File: src/rtl/baby_pkg.sv
// Shared Baby store geometry and the dump FSM encoding.
package baby_pkg;

    localparam int WORD_W      = 32;
    localparam int STORE_DEPTH = 32;
    localparam int ADDR_W      = 5;

    typedef logic [WORD_W-1:0] word_t;
    typedef logic [ADDR_W-1:0] addr_t;

    typedef enum logic [2:0] {
        IDLE  = 3'd0,
        FETCH = 3'd1,
        WAIT  = 3'd2,
        SHIFT = 3'd3,
        FIN   = 3'd4
    } dump_state_t;

endpackage

File: src/rtl/dump_shifter.sv
// LSB-first parallel-load shifter with bit counter and sol/eol/last flags.
// Output registered one cycle after load; holds bit and flags while ready is low.
module dump_shifter
    import baby_pkg::*;
#(
    parameter int WIDTH = WORD_W
) (
    input  logic             clk,
    input  logic             reset,
    input  logic             load,
    input  logic [WIDTH-1:0] data,
    input  logic             last_line,
    input  logic             ready,
    output logic             tx_bit,
    output logic             valid,
    output logic             sol,
    output logic             eol,
    output logic             last
);
    localparam int CW = $clog2(WIDTH);
    localparam logic [CW-1:0] LAST_BIT = CW'(WIDTH - 1);

    logic [WIDTH-1:0] sreg;
    logic [CW-1:0]    bcnt;
    logic             vld;

    // A load may coincide with acceptance of the final bit, so it takes priority.
    always_ff @(posedge clk) begin
        if (reset) begin
            sreg <= '0;
            bcnt <= '0;
            vld  <= 1'b0;
        end else if (load) begin
            sreg <= data;
            bcnt <= '0;
            vld  <= 1'b1;
        end else if (vld && ready) begin
            if (bcnt == LAST_BIT) begin
                vld <= 1'b0;
            end else begin
                sreg <= sreg >> 1;
                bcnt <= bcnt + CW'(1);
            end
        end
    end

    assign valid  = vld;
    assign tx_bit = vld & sreg[0];
    assign sol    = vld && (bcnt == '0);
    assign eol    = vld && (bcnt == LAST_BIT);
    assign last   = eol && last_line;

endmodule

File: src/rtl/store_dump_serialiser.sv
// Dumps all store lines as an LSB-first bit stream; first bit READ_LAT+2 cycles after start.
// One-word prefetch keeps lines back-to-back; the stream stalls bit-for-bit on tx_ready.
module store_dump_serialiser
    import baby_pkg::*;
#(
    parameter int WORDS    = STORE_DEPTH,
    parameter int WIDTH    = WORD_W,
    parameter int READ_LAT = 1
) (
    input  logic                     clk,
    input  logic                     reset,
    input  logic                     start,
    output logic                     busy,
    output logic                     done,
    output logic                     mem_rd_en,
    output logic [$clog2(WORDS)-1:0] mem_addr,
    input  logic [WIDTH-1:0]         mem_rdata,
    output logic                     tx_bit,
    output logic                     tx_valid,
    input  logic                     tx_ready,
    output logic                     tx_sol,
    output logic                     tx_eol,
    output logic                     tx_last
);
    localparam int AW = $clog2(WORDS);
    localparam logic [AW-1:0] LAST_LINE = AW'(WORDS - 1);
    localparam logic [2:0]    LAT_LAST  = 3'(READ_LAT - 1);

    dump_state_t      state;
    logic [AW-1:0]    line;
    logic [AW-1:0]    line_inc;
    logic [AW-1:0]    load_line;
    logic [2:0]       lat_cnt;
    logic             rd_pend;
    logic             rd_land;
    logic             first_cyc;
    logic [WIDTH-1:0] pf_buf;
    logic             pf_full;
    logic             accept;
    logic             load_wait;
    logic             load_buf;
    logic             load_sh;

    assign accept    = tx_valid && tx_ready;
    assign rd_land   = rd_pend && (lat_cnt == LAT_LAST);
    assign line_inc  = (line == LAST_LINE) ? '0 : line + AW'(1);
    assign load_wait = (state == WAIT) && rd_land;
    // Refill the shifter from the prefetch buffer on the edge that takes the last bit.
    assign load_buf  = (state == SHIFT) && pf_full && (!tx_valid || (accept && tx_eol));
    assign load_sh   = load_wait || load_buf;
    assign load_line = load_buf ? line_inc : line;

    assign busy      = (state == FETCH) || (state == WAIT) || (state == SHIFT);
    assign done      = (state == FIN);
    assign mem_rd_en = (state == FETCH) ||
                       ((state == SHIFT) && first_cyc && (line != LAST_LINE));

    always_ff @(posedge clk) begin
        if (reset) begin
            state     <= IDLE;
            line      <= '0;
            mem_addr  <= '0;
            lat_cnt   <= '0;
            rd_pend   <= 1'b0;
            first_cyc <= 1'b0;
            pf_buf    <= '0;
            pf_full   <= 1'b0;
        end else begin
            first_cyc <= load_sh;

            if (mem_rd_en) begin
                rd_pend <= 1'b1;
                lat_cnt <= '0;
            end else if (rd_land) begin
                rd_pend <= 1'b0;
            end else if (rd_pend) begin
                lat_cnt <= lat_cnt + 3'd1;
            end

            if ((state == SHIFT) && rd_land) begin
                pf_buf  <= mem_rdata;
                pf_full <= 1'b1;
            end else if (load_buf) begin
                pf_full <= 1'b0;
            end

            // Address of the next prefetch is staged as each line enters the shifter.
            if (load_sh) begin
                line <= load_line;
                if (load_line != LAST_LINE) begin
                    mem_addr <= load_line + AW'(1);
                end
            end

            case (state)
                IDLE: begin
                    if (start) begin
                        state    <= FETCH;
                        line     <= '0;
                        mem_addr <= '0;
                    end
                end
                FETCH:   state <= WAIT;
                WAIT:    if (rd_land) state <= SHIFT;
                SHIFT:   if (accept && tx_last) state <= FIN;
                FIN:     state <= IDLE;
                default: state <= IDLE;
            endcase
        end
    end

    dump_shifter #(
        .WIDTH(WIDTH)
    ) u_shifter (
        .clk       (clk),
        .reset     (reset),
        .load      (load_sh),
        .data      (load_buf ? pf_buf : mem_rdata),
        .last_line (line == LAST_LINE),
        .ready     (tx_ready),
        .tx_bit    (tx_bit),
        .valid     (tx_valid),
        .sol       (tx_sol),
        .eol       (tx_eol),
        .last      (tx_last)
    );

endmodule

File: config.mk
export PLATFORM = sky130hd
export DESIGN_NAME = store_dump_serialiser
export DESIGN_NICKNAME = d
export VERILOG_FILES = /design/src/rtl/baby_pkg.sv /design/src/rtl/dump_shifter.sv /design/src/rtl/store_dump_serialiser.sv
export SDC_FILE = /design/constraint.sdc
export NUM_CORES = 1
export LEC_CHECK = 0
export CAP_MARGIN = 20
export CORE_UTILIZATION = 30
export CTS_BUF_LIST = sky130_fd_sc_hd__clkbuf_4
export DETAILED_ROUTE_END_ITERATION = 16
export PLACE_DENSITY = 0.59
export SLEW_MARGIN = 30
export SYNTH_ARGS = -nofsm -noshare
export SYNTH_HDL_FRONTEND = slang
export SYNTH_SLANG_ARGS = --single-unit
File: constraint.sdc
create_clock -name clk -period 3.2 [get_ports clk]
set_input_delay 0.64 -clock clk [delete_from_list [all_inputs] [get_ports clk]]
set_output_delay 0.64 -clock clk [all_outputs]
set_load 0.1 [all_outputs]
==> flow_summary_export.csv <==
group,metric,value,unit
synth,synth_edf_count,0,
synth,yosysTopAreaCell,"dfxtp_1",
setup_path,worstSetupPathType,"flip-flop to flip-flop",
drt,drtPass1Iterations,5,
global_route,grt_pass1_vias,3180,
clock_tree,htree_levels,3,
sta,timing.fmax,335,MHz
global_route,grt_pass1_wl,15100,um
sta,timing.final.crit_share,0.933,
sta,slew_violations,0,
synth,synthFlopType,"dfxtp_1",
clock_tree,root_buffer,"clkbuf_4",
drt,vias_per_cell,4.93,
synth,synth_area,3960,um^2
outcome,outcome,"complete, no violations",
synth,synth_top_area_share,0.450,
synth,ys_top_cells_by_area,"dfxtp_1 (45%), nand2_1 (10%), a311oi_1 (6.9%), a22oi_1 (6.1%), a21oi_1 (5.4%)",
sta,finalCriticalPeriod,2.98,ns
drt,vias,3380,
synth,yosysMostFrequentCell,"nand2_1",
synth,synth-seq-cells,89,
floorplan,die_w,117,um
setup_path,cp.arrival,3.33,ns
setup_path,required,3.55,ns
floorplan,core,12700,um^2
drt,wl_per_cell,13.1,um
clock_tree,cts.sinks,89,
setup_path,cp_max_fo,7,
synth,ys_seq_area_frac,0.450,
floorplan,pin_count,49,
floorplan,fp-row-count,41,
finish,drive_gt1_frac,0.123,
global_route,grt_start_max_net_pins,63,
power_and_ir_drop,power,1.92,mW
power_and_ir_drop,power_density,406,nW/um^2
clock_tree,cts_buffer_depth,2,
synth,async_flop_share,0,
sta,rsz0062_at_grt,"no",
global_route,grt-ovfl-total,0,
place,gp_congestion,0.783,
synth,syn_nets,518,
sta,timing.final.hold_violations,0,
power_and_ir_drop,p_leak,1.56,nW
sta,setup_violations,0,
sta,max_slew_margin,0.494,
synth,syn_area_per_cell,8.37,um^2
clock_tree,post_cts_buffers,0,
setup_path,critPathMaxStageDelay,0.50,ns
floorplan,die-height,117,um
finish,fin_area,4720,um^2
floorplan,start_util,0.311,
place,port_buffers,48,
setup_path,cp_common_cell,"ha_1",
synth,ys_top_cells_by_count,"nand2_1 (105), dfxtp_1 (89), nor2_1 (45)",
sta,tightestPinTransition,0.755,ns
finish,final_nets,554,
finish,antenna_cells,0,
global_route,track_usage,0.142,
floorplan,dieArea,13700,um^2
synth,synth_cell_type_count,45,
drt,routed_wl,8990,um
drt,ant_nets,0,
setup_path,crit_chain,"ha_1 > and3_1 > ha_2 > or3_4 > mux2_2 > inv_1 > ha_1 > and3_1 > ha_1 > nor2_1 > or3b_2 > o41ai_2",
finish,area_growth,19.2,%
setup_path,start_kind,"flip-flop",
sta,setup_tns,0,ns
job,drv_cap,0,
drt,dr.first_iter.drc_count,245,
sta,finalClockSkew,0.0113,ns
clock_tree,insertion_delay,0.43,ns
setup_path,critPathCaptureType,"flip-flop",
clock_tree,path_clk_slew,0.14,ns
clock_tree,cts_tree,"done",
finish,fin_util,0.371,
global_route,antenna_found_initial,0,
setup_path,cp_slowest_cell,"or3b_2",
synth,yosys_warnings,0,
place,detailed_place.area,4580,um^2
clock_tree,cts_made_buffers,9,
drt,drc,0,
synth,syn_inst,473,
place,place_hpwl,6030,um
min_path,worstHoldPathType,"flip-flop to flip-flop",
power_and_ir_drop,ir_drop,137,uV
-- power by group --
part	switching, mW	internal, mW
clock	0.388	0.239
combinational	0.0875	0.0656
sequential	0.0131	1.12
total	0.489	1.43
-- cell families (layout without fill, tap and decap cells) --
kind of cell             count (synthesis)  count (layout)  share of synthesized area
adder cells (fa/ha/maj)                  9               9                     0.0284
flip-flops                              89              89                      0.450
AO/OA/AOI/OAI                          127             127                      0.229
multiplexers                             5               5                     0.0136
XOR/XNOR                                 5               5                     0.0111
AND/OR/NAND/NOR                        192             192                      0.216
buffers and inverters                   46              87                     0.0512
-- cells in the final DEF, fill, tap and decap left out, types with 6 or more instances in the layout --
master / Yosys / routed
dfxtp_1: 89 / 88
clkbuf_4: 0 / 9
nor4_1: 8 / 7
clkdlybuf4s50_1: 0 / 34
and3_1: 6 / 6
inv_1: 9 / 9
buf_4: 6 / 27
a22oi_1: 32 / 32
nand2_1: 105 / 105
a21oi_1: 43 / 43
nor2_1: 45 / 44
ha_1: 9 / 8
a311oi_1: 31 / 31
o21ai_0: 6 / 6
-- state kept, by name (all words and copies together) (netlist names) --
name / cells
pf_buf: 32
rd_pend: 1
first_cyc: 1
mem_addr: 5
state: 3
pf_full: 1
line: 5
u_shifter.sreg: 32
u_shifter.valid: 1
lat_cnt: 3
u_shifter.bcnt: 5
-- path summary, 6_finish.rpt --
check             startpoint     endpoint  slack, ns  cells after the start
setup / recovery     line[0]  mem_addr[3]       0.22                     12
hold / removal     pf_buf[0]    pf_buf[0]       0.46                      2
setup reg to reg     line[0]  mem_addr[3]       0.22                     12
hold reg to reg    pf_buf[0]    pf_buf[0]       0.46                      2
-- worst max-delay path: cells and delay by family, from the launching register on --
kind            cells  cell delay, ns
compound gates      1            0.06
flops               1            0.39
mux                 1            0.29
simple gates        5            1.34
fa+ha+maj           4            0.78
buf+inv             1            0.06
-- area by class of cell --
cell class	count	area, um^2
clock buffer	9	67.6
timing repair buffer	62	548
fill	1328	8000
inverter	9	33.8
sequential	89	1780
tap	172	215
multi-input combinational	338	2000
clock inverter	7	68.8
-- what timing repair did --
action / in CTS / in global routing
endpoints found under the hold margin: 0 / 0
gates resized for setup: 0 / 1
hold buffers: 0 / 0
setup endpoints to repair: 0 / 1
-- routing by layer --
metal / global-route usage / wire (um)
met1: 0.184 / 4280
met2: 0.232 / 4260
met3: 0.0263 / 311
met4: 0.0591 / 135
met5: 0 / 0
-- through the flow --
step,hold slack [ns],std cells,worst slack [ns]
after floorplan,0.436,473,0.0468
after global placement,0.442,670,0.0651
after detailed placement,0.447,670,0.0214
after CTS,0.466,686,0.139
after global routing,0.489,686,0.0177
final,0.465,686,0.215
Note: power is estimated with default switching activity, not from simulation.
